--- config.mk ---
export PLATFORM = sky130hd
export DESIGN_NAME = frame_sequencer
export DESIGN_NICKNAME = d
export VERILOG_FILES = /design/src/rtl/frame_seq_pkg.sv /design/src/rtl/beat_counter.sv /design/src/rtl/frame_sequencer.sv
export SDC_FILE = /design/constraint.sdc
export NUM_CORES = 1
export LEC_CHECK = 0
export ABC_AREA = 1
export CORE_MARGIN = 1
export CORE_UTILIZATION = 63
export CTS_CLUSTER_DIAMETER = 100
export DETAILED_ROUTE_END_ITERATION = 8
export PLACE_DENSITY = 0.86
export SYNTH_ARGS = -nofsm -noshare
export SYNTH_HDL_FRONTEND = slang
export SYNTH_HIERARCHICAL = 1
export SYNTH_SLANG_ARGS = --single-unit
--- constraint.sdc ---
create_clock -name clk_i -period 4.5 [get_ports clk_i]
set_input_delay 0.9 -clock clk_i [delete_from_list [all_inputs] [get_ports clk_i]]
set_output_delay 0.9 -clock clk_i [all_outputs]
set_load 0.02 [all_outputs]
--- src/rtl/frame_seq_pkg.sv ---
`default_nettype none
// +----------------------------------------------------------------------------+
// | frame_seq_pkg : shared state encoding and sizing helper for frame_sequencer |
// | Revision 1.0                                                               |
// +----------------------------------------------------------------------------+
package frame_seq_pkg;

  typedef enum logic [1:0] {
    IDLE   = 2'd0,
    STREAM = 2'd1,
    FLUSH  = 2'd2,
    DRAIN  = 2'd3
  } frame_state_e;

  // Counters must hold every pixel of a frame plus the flush beats.
  function automatic int cnt_width(input int total, input int flush);
    return $clog2(total + flush + 1);
  endfunction

endpackage
`default_nettype wire

--- src/rtl/beat_counter.sv ---
`default_nettype none
// +----------------------------------------------------------------------------+
// | beat_counter : clearable up-counter with terminal flag vs a runtime limit  |
// | Revision 1.0                                                               |
// +----------------------------------------------------------------------------+
module beat_counter #(
  parameter int WIDTH = 8
) (
  input  logic             clk_i,
  input  logic             reset_ni,
  input  logic             inc_i,
  input  logic             clr_i,
  input  logic [WIDTH-1:0] limit_i,
  output logic             term_o
);

  logic [WIDTH-1:0] r_count;

  // Clear wins over increment so a frame boundary never leaks a beat.
  always_ff @(posedge clk_i) begin
    if (!reset_ni || clr_i) begin
      r_count <= '0;
    end else if (inc_i) begin
      r_count <= r_count + 1'b1;
    end
  end

  assign term_o = (r_count == limit_i);

endmodule
`default_nettype wire

--- src/rtl/frame_sequencer.sv ---
`default_nettype none
// +----------------------------------------------------------------------------+
// | frame_sequencer : forwards pixels, injects flush zeros, trims warm-up     |
// | results and reports frame completion for the Sobel pipeline.              |
// | Revision 1.0                                                               |
// +----------------------------------------------------------------------------+
module frame_sequencer
  import frame_seq_pkg::*;
#(
  parameter int width_p      = 641,
  parameter int height_p     = 480,
  parameter int data_width_p = 1,
  parameter int res_width_p  = 1,
  parameter int flush_p      = 2*width_p+2
) (
  input  logic                    clk_i,
  input  logic                    reset_ni,
  input  logic                    up_valid_i,
  output logic                    up_ready_o,
  input  logic [data_width_p-1:0] up_data_i,
  output logic                    dn_valid_o,
  input  logic                    dn_ready_i,
  output logic [data_width_p-1:0] dn_data_o,
  input  logic                    res_valid_i,
  output logic                    res_ready_o,
  input  logic [res_width_p-1:0]  res_data_i,
  output logic                    out_valid_o,
  input  logic                    out_ready_i,
  output logic [res_width_p-1:0]  out_data_o,
  output logic                    busy_o,
  output logic                    frame_done_o,
  output logic [7:0]              frame_cnt_o
);

  localparam int c_total = width_p * height_p;
  localparam int c_cnt_w = cnt_width(c_total, flush_p);

  localparam logic [c_cnt_w-1:0] c_total_m1 = c_cnt_w'(c_total - 1);
  localparam logic [c_cnt_w-1:0] c_flush_m1 = c_cnt_w'(flush_p - 1);
  localparam logic [c_cnt_w-1:0] c_flush    = c_cnt_w'(flush_p);

  frame_state_e       r_state;
  frame_state_e       w_state_nxt;
  logic               r_fwd_full;
  logic               r_frame_done;
  logic [7:0]         r_frame_cnt;

  logic               w_in_inc;
  logic               w_in_clr;
  logic               w_in_term;
  logic [c_cnt_w-1:0] w_in_limit;
  logic               w_drop_term;
  logic               w_fwd_term;
  logic               w_drop_phase;
  logic               w_fwd_phase;
  logic               w_drop_inc;
  logic               w_fwd_inc;
  logic               w_fwd_last;
  logic               w_fwd_reached;
  logic               w_complete;

  // Return path: drop warm-up results, forward one frame, then swallow extras.
  assign w_drop_phase  = !w_drop_term;
  assign w_fwd_phase   = w_drop_term && !r_fwd_full;
  assign res_ready_o   = reset_ni && (w_fwd_phase ? out_ready_i : 1'b1);
  assign out_valid_o   = w_fwd_phase && res_valid_i;
  assign out_data_o    = res_data_i;
  assign w_drop_inc    = w_drop_phase && res_valid_i && res_ready_o;
  assign w_fwd_inc     = out_valid_o && out_ready_i;
  // fwd_cnt terminates one short of the frame so the final beat is visible
  // combinationally; r_fwd_full remembers that it has been delivered.
  assign w_fwd_last    = w_fwd_inc && w_fwd_term;
  assign w_fwd_reached = r_fwd_full || w_fwd_last;

  assign w_in_limit = (r_state == FLUSH) ? c_flush_m1 : c_total_m1;
  assign w_in_clr   = w_complete || ((r_state == STREAM) && w_in_inc && w_in_term);

  always_comb begin
    w_state_nxt = r_state;
    up_ready_o  = 1'b0;
    dn_valid_o  = 1'b0;
    dn_data_o   = '0;
    w_in_inc    = 1'b0;
    w_complete  = 1'b0;
    case (r_state)
      IDLE: begin
        if (up_valid_i) w_state_nxt = STREAM;
      end
      STREAM: begin
        dn_valid_o = up_valid_i;
        up_ready_o = dn_ready_i;
        dn_data_o  = up_data_i;
        w_in_inc   = up_valid_i && dn_ready_i;
        if (w_in_inc && w_in_term) w_state_nxt = FLUSH;
      end
      FLUSH: begin
        dn_valid_o = 1'b1;
        w_in_inc   = dn_ready_i;
        if (w_in_inc && w_in_term) begin
          w_state_nxt = DRAIN;
          w_complete  = w_fwd_reached;
        end
      end
      DRAIN: begin
        w_complete = w_fwd_reached;
      end
      default: w_state_nxt = IDLE;
    endcase
    if (w_complete) w_state_nxt = IDLE;
  end

  always_ff @(posedge clk_i) begin
    if (!reset_ni) begin
      r_state      <= IDLE;
      r_fwd_full   <= 1'b0;
      r_frame_done <= 1'b0;
      r_frame_cnt  <= '0;
    end else begin
      r_state      <= w_state_nxt;
      r_frame_done <= w_complete;
      if (w_complete) begin
        r_frame_cnt <= r_frame_cnt + 8'd1;
        r_fwd_full  <= 1'b0;
      end else if (w_fwd_last) begin
        r_fwd_full  <= 1'b1;
      end
    end
  end

  beat_counter #(.WIDTH(c_cnt_w)) u_in_cnt (
    .clk_i    (clk_i),
    .reset_ni (reset_ni),
    .inc_i    (w_in_inc),
    .clr_i    (w_in_clr),
    .limit_i  (w_in_limit),
    .term_o   (w_in_term)
  );

  beat_counter #(.WIDTH(c_cnt_w)) u_drop_cnt (
    .clk_i    (clk_i),
    .reset_ni (reset_ni),
    .inc_i    (w_drop_inc),
    .clr_i    (w_complete),
    .limit_i  (c_flush),
    .term_o   (w_drop_term)
  );

  beat_counter #(.WIDTH(c_cnt_w)) u_fwd_cnt (
    .clk_i    (clk_i),
    .reset_ni (reset_ni),
    .inc_i    (w_fwd_inc),
    .clr_i    (w_complete),
    .limit_i  (c_total_m1),
    .term_o   (w_fwd_term)
  );

  assign busy_o       = (r_state != IDLE);
  assign frame_done_o = r_frame_done;
  assign frame_cnt_o  = r_frame_cnt;

endmodule
`default_nettype wire

==> results of run 1 <==
-- cells by family after synthesis --
logic type	count (synthesis)
compound gates	66
simple gates	472
flops	69
buf+inv	142
other cells	2
fa+ha+maj	9
xor+xnor	39
-- synth_stat cells (all sizes together) (8+ instances only) --
| master | number |
|---|---|
| ha | 9 |
| xnor2 | 32 |
| nand3 | 49 |
| nor3 | 8 |
| a21oi | 41 |
| dfxtp | 69 |
| nand2 | 253 |
| inv | 127 |
| nand4 | 13 |
| o21ai | 20 |
| buf | 15 |
| nor2 | 145 |
-- final cells by class --
class / count / area (um2)
clock buffer: 13 / 178.9
clock inverter: 1 / 5.005
fill: 608 / 1797
multi-input combinational: 653 / 3167
sequential: 69 / 1381
inverter: 127 / 476.7
tap: 99 / 123.9
timing repair buffer: 25 / 240.2
-- layer usage --
metal | vias to the layer above | track usage | share of wire
met1 | 2150 | 0.3296 | 0.45
met4 | 0 | 0.1304 | 0.017
met2 | 115 | 0.4833 | 0.48
met5 | - | 0 | 0
met3 | 16 | 0.03807 | 0.049
li1 | 2542 | - | -
-- worst min-delay path by stage --
| stage | start | endpoint |
|---|---|---|
| floorplan | r_state[1] | r_state[1] |
| detailed placement | frame_cnt_o[7] | frame_cnt_o[7] |
| global route | r_state[1] | r_state[1] |
| finish | frame_cnt_o[7] | frame_cnt_o[7] |
| CTS | frame_cnt_o[7] | frame_cnt_o[7] |
| global placement | frame_cnt_o[7] | frame_cnt_o[7] |
-- through the flow --
step           hold slack [ps]  total power (uW)  instances  cell area [um2]
2_1_floorplan            468.9             851.6        864             5116
3_3_place_gp             488.6             910.0        973             5389
3_5_place_dp             491.2             922.8        973             5389
4_1_cts                  506.2              1404        987             5573
5_1_grt                  545.3              1466        987             5573
6_report                 509.5              1396        987             5573
-- flip-flops by register name, summed over array words and instances (netlist names) --
name                flops
u_drop_cnt/r_count     19
u_fwd_cnt/r_count      19
u_in_cnt/r_count       19
frame_cnt_o             8
r_state                 2
frame_done_o            1
r_fwd_full              1
-- worst register-to-register path, cell delays in order (launching register included) --
cell      delay [ps]
dfxtp_1          410
inv_1             90
ha_1             270
inv_1            450
inv_1            110
nand2_1           90
nand2_1           50
nand2_1           60
nor2_1            40
nand3_1          110
nor2_1            80
nand2_1          110
o21bai_4         110
nand2_4          200
inv_1             70
nor2_1           490
buf_4            280
o21ai_0          100
a21oi_1          200
-- power groups by stage --
stage                     Clock [uW]  Sequential (uW)  Combinational, uW
after CTS                        493              632                279
after global placement             0              645                265
final                            481              632                283
after global routing             514              633                319
after floorplan                    0              643                208
after detailed placement           0              646                277
==> flow_summary_export.csv, run 1 <==
group,metric,value,unit
worst_setup_path,crit_family,"simple AND/OR/NAND/NOR gates",
timing,setup_viol_count_final,0,
timing,finalHoldViolCount,0,
timing,grt_setup_unrepaired,"no",
worst_setup_path,cp_slowest_cell,"nor2_1",
routing,first_pass_iters,6,
synthesis,synth_compound_area_frac,0.07268,
grt,grt-ovfl-total,0,
placed_design,io_buffers,21,
final_layout,mostFrequentLayoutCells,"236 x nand2_1, 123 x inv_1, 113 x nor2_1, 69 x dfxtp_1, 67 x conb_1",
pwr,pwr-share-comb,0.203,
min_path,hold_class,"reg2reg",
worst_setup_path,cpPeakStageDelay,490,ps
floorplan,die-area,8089,um2
synthesis,ys_seq_area_frac,0.2835,
clock_tree,cts_hold_repair.buffers,0,
synthesis,synth_cells,799,
floorplan,pin_count,24,
floorplan,core_area,7370,um2
routing,dr_total_vias,4823,
timing,max_slew_margin,0.3412,
synthesis,synth_ff_type,"dfxtp_1",
worst_setup_path,cp.depth,18,
pwr,seqPwrFrac,0.453,
floorplan,rows,31,
floorplan,die_h,89.94,um
pwr,p_int,987.4,uW
routing,drc,0,
final_layout,final_nets,902,
synthesis,synth_top_family_by_area,"simple AND/OR/NAND/NOR gates",
routing,routed_wl,10.50,mm
timing,finalSetupTns,0,ps
routing,routedWlPerCell,10.64,um
grt,antenna_found_initial,0,
final_layout,drive_above_1_share,0.08671,
pwr,p_leak,0.002402,uW
clock_tree,cts_setup_buffers,0,
timing,worstMarginPinSlew,980.7,ps
pwr,clkPwrFrac,0.344,
run_status,status,"completed",
worst_setup_path,r2r-end,"u_drop_cnt/r_count[0]",
worst_setup_path,endpoint,"u_drop_cnt/r_count[0]",
pwr,switching_share,0.2925,
synthesis,synth_edf_count,0,
final_layout,area_delta_synth_final,14.38,%
pwr,irDropWorstVdd,0.0001838,V
synthesis,ys_seq_elements,69,
synthesis,synth-xor-area-share,0.07011,
clock_tree,worstSkewPairLatency,350,ps
worst_setup_path,r2r_start,"r_state[0]",
synthesis,synth_cell_types,31,
placed_design,dp_slack,1016,ps
min_path,holdPathStages,2,
synthesis,synth_top_area_cell,"dfxtp_1",
pwr,power_switching,408.3,uW
timing,fin_ws,1087,ps
routing,dr.first_iter.drc_count,222,
clock_tree,cts_tree,"yes",
worst_setup_path,start_kind,"flop",
floorplan,start_util,0.6611,
worst_setup_path,critPathKind,"reg2reg",
clock_tree,cts_root_buf,"clkbuf_8",
worst_setup_path,arrival,3670,ps
timing,finalCriticalPeriod,3413,ps
worst_setup_path,regToRegSetupSlack,1090,ps
timing,fin_crit_sh,0.7584,
clock_tree,clkSinkCount,69,
worst_setup_path,r2r_cells,18,
timing,maxClockFrequency,293.0,MHz
final_layout,utilization,0.7562,
synthesis,synth-simple-area-share,0.4325,
grt,grt_use_total,0.2746,
synthesis,synthTopCellsByArea,"dfxtp_1 28%, nand2_1 18%, inv_1 9.5%",
synthesis,synthArstFlopShare,0,
placed_design,dp_hpwl,7.916,mm
synthesis,synthAdderAreaFrac,0.02311,
worst_setup_path,crit_chain,"inv_1, ha_1, inv_1, inv_1, nand2_1, nand2_1, nand2_1, nor2_1, nand3_1, nor2_1, nand2_1, o21bai_4, nand2_4, inv_1, nor2_1, buf_4, o21ai_0, a21oi_1",
synthesis,synthDominantCellAreaShare,0.2835,
grt,grt_pass1_vias,4580,
worst_setup_path,end_kind,"flop",
clock_tree,cts_htree_levels,3,
worst_setup_path,crit_path_start,"r_state[0]",
clock_tree,clk_pin_slew,70,ps
grt,grt_pass1_wl,18.66,mm
final_layout,antenna_cells,0,
synthesis,synth.avg_cell_area,6.098,um2
run,maxCapViolCount,0,
routing,routed_via_density,4.887,
worst_setup_path,crit_fanout,13,
grt,grt_max_degree,17,
routing,ant_nets,0,
timing,worst_clock_skew,14.84,ps
worst_setup_path,cp.required,4760,ps
worst_setup_path,crit_buf_inv,5,
pwr,powerDensity,250.4,nW/um2
synthesis,netlist_area,4872,um2
clock_tree,clockBufferDepth,2,
synthesis,synth.area.mux_share,0,
clock_tree,numCtsBuffers,9,
final_layout,layout_commonest_cell,"nand2_1",
synthesis,yosys_warnings,6,
timing,drv_slew,0,
placed_design,gp_congestion,0.8720,
floorplan,chipWidth,89.94,um
clock_tree,cts_resized,0,
Power figures use the tool's default switching activity.
==> run 2, diff against run 1 <==
CORE_UTILIZATION = 61   (was 63)
PLACE_DENSITY = 0.84   (was 0.86)
clock period = 3.17 ns   (was 4.5 ns; I/O delays follow)
==> run 2 against run 1 <==
Fmax up 21%. Critical path depth down 2. Register-to-register slack worse by 730 ps. Sequential power up 42%. Combinational power up 48%. Highest routed layer unchanged.
==> flow_summary_export.csv, run 2 (synthesis gave the netlist of run 1 again) <==
group,metric,value,unit
timing,setup_viol_count_final,0,
clock_tree,clk_pin_slew,70,ps
final_layout,utilization,0.7231,
routing,routed_wl,10.46,mm
floorplan,start_util,0.6305,
grt,grt_pass1_wl,18.16,mm
timing,worstMarginPinSlew,510.2,ps
worst_setup_path,crit_path_start,"r_state[0]",
placed_design,placed_cells,977,
floorplan,die-area,8348,um2
timing,max_slew_margin,0.6586,
final_layout,area_delta_synth_final,14.69,%
final_layout,drive_above_1_share,0.08857,
worst_setup_path,cpPeakStageDelay,360,ps
grt,grt_use_met3,0.03601,
grt,grt-ovfl-total,0,
worst_setup_path,r2r_cells,16,
pwr,fin_total_pwr,1918,uW
routing,first_pass_iters,5,
worst_setup_path,cp_slowest_cell,"dfxtp_1",
worst_setup_path,regToRegSetupSlack,360,ps
worst_setup_path,crit_fanout,9,
floorplan,chipWidth,91.37,um
grt,grt_use_total,0.2649,
clock_tree,worstSkewPairLatency,340,ps
final_layout,final_cells,994,
worst_setup_path,r2r_start,"r_state[0]",
timing,drv_slew,0,
worst_setup_path,crit_chain,"inv_1, ha_2, clkinvlp_4, xnor2_1, nand2_1, nor2_1, nand3_1, nor2_1, nand2_1, o21bai_4, nand2_4, inv_1, nor2_1, buf_4, o21ai_0, a21oi_1",
routing,routed_via_density,4.808,
worst_setup_path,arrival,3030,ps
grt,grt_use_met1,0.3172,
routing,ant_nets,0,
grt,antenna_found_initial,0,
worst_setup_path,cp.depth,16,
clock_tree,numCtsBuffers,9,
timing,finalHoldViolCount,0,
floorplan,pin_count,24,
placed_design,io_buffers,21,
routing,routedWlPerCell,10.53,um
timing,grt_setup_unrepaired,"no",
timing,finalCriticalPeriod,2814,ps
final_layout,final_nets,904,
routing,drc,0,
grt,grt_pass1_vias,4303,
pwr,irDropWorstVdd,0.0002407,V
clock_tree,clkSinkCount,69,
floorplan,rows,32,
worst_setup_path,cp.required,3390,ps
worst_setup_path,cpMostUsedCell,"nor2_1",
routing,dr.first_iter.drc_count,191,
worst_setup_path,start_kind,"flop",
grt,grt.busiest_layer,"met2",
timing,worst_clock_skew,10.67,ps
pwr,p_leak,0.002409,uW
clock_tree,cts_htree_levels,3,
worst_setup_path,crit_buf_inv,4,
floorplan,core_area,7727,um2
clock_tree,cts_root_buf,"clkbuf_8",
final_layout,mostFrequentLayoutCells,"236 x nand2_1, 122 x inv_1, 111 x nor2_1, 69 x dfxtp_1, 67 x conb_1",
clock_tree,clockBufferDepth,2,
placed_design,dp_hpwl,7.891,mm
worst_setup_path,endpoint,"u_drop_cnt/r_count[2]",
routing,dr_total_vias,4779,
worst_setup_path,critPathKind,"reg2reg",
grt,grtUsageMet2,0.4729,
final_layout,antenna_cells,0,
timing,maxClockFrequency,355.3,MHz
pwr,powerDensity,343.3,nW/um2
placed_design,gp_congestion,0.9040,
final_layout,nFillCells,675,
worst_setup_path,crit_family,"simple AND/OR/NAND/NOR gates",
floorplan,die_h,91.37,um
run_status,status,"completed",
worst_setup_path,end_kind,"flop",
final_layout,reg.largest.list,"u_drop_cnt/r_count x19, u_fwd_cnt/r_count x19, u_in_cnt/r_count x19",
timing,fin_crit_sh,0.8878,
worst_setup_path,r2r-end,"u_drop_cnt/r_count[2]",
min_path,hold_class,"reg2reg",
run,maxCapViolCount,0,
final_layout,layout_commonest_cell,"nand2_1",
clock_tree,cts_tree,"yes",
grt,grt_max_degree,17,
[run 2: changes by cell type in the layout (fill, tap and decap cells not counted), sizes merged]
| cell | delta |
|---|---|
| inv | -1 |
| dlymetal6s2s | +2 |
| buf | +1 |
| clkdlybuf4s50 | -2 |
| clkinv | -1 |
| clkinvlp | +3 |
| clkbuf | +2 |
[run 2: power by group]
part           internal [uW]  leakage, uW  switching (uW)
Sequential               880     0.000556            19.4
Combinational            168      0.00178             250
Clock                    287    0.0000719             314
Total                   1330      0.00241             584
[run 2: worst min path at each step]
stage / from / endpoint / slack (ps) / cells past startpoint
6_report: frame_cnt_o[7] / frame_cnt_o[7] / 490 / 2
5_1_grt: frame_cnt_o[7] / frame_cnt_o[7] / 520 / 2
4_1_cts: frame_cnt_o[7] / frame_cnt_o[7] / 500 / 2
3_5_place_dp: frame_cnt_o[7] / frame_cnt_o[7] / 490 / 2
3_3_place_gp: r_state[1] / r_state[1] / 480 / 2
2_1_floorplan: r_state[1] / r_state[1] / 470 / 2
[run 2: layout make-up]
cell class	instances	area (um2)	share of cell area
sequential	69	1381	0.2472
clock inverter	1	7.507	0.001343
inverter	127	480.5	0.08598
timing repair inverter	1	7.507	0.001343
clock buffer	15	146.4	0.02620
multi-input combinational	653	3184	0.5699
timing repair buffer	26	252.7	0.04523
tap	102	127.6	0.02284
[run 2: per-layer routing]
layer / vias up / share of wire
met1: 2130 / 0.45
met3: 16 / 0.036
li1: 2534 / -
met2: 99 / 0.49
met4: 0 / 0.020
met5: - / 0
[run 2: what timing repair did]
item	in CTS	in global routing
buffers inserted	0	0
hold buffers	0	0
endpoints found under the hold margin	0	0
pin swaps	0	0
gates resized for setup	2	7
setup endpoints to repair	18	36
cloned	0	1
[run 2: through the flow]
step	TNS (ps)	area (um2)	hold slack [ps]	setup WS (ps)
floorplan	0	5116	468.9	583.1
global placement	0	5400	480.4	38.39
detailed placement	-788.1	5400	487.4	-179.0
CTS	0	5559	497.8	26.34
global route	0	5588	517.0	132.4
finish	0	5588	494.7	355.7
[run 2: worst min-delay path: stages, from the launching register on]
cell and delay [ps]:
dfxtp_1 330, nand2_1 70, a21oi_1 50
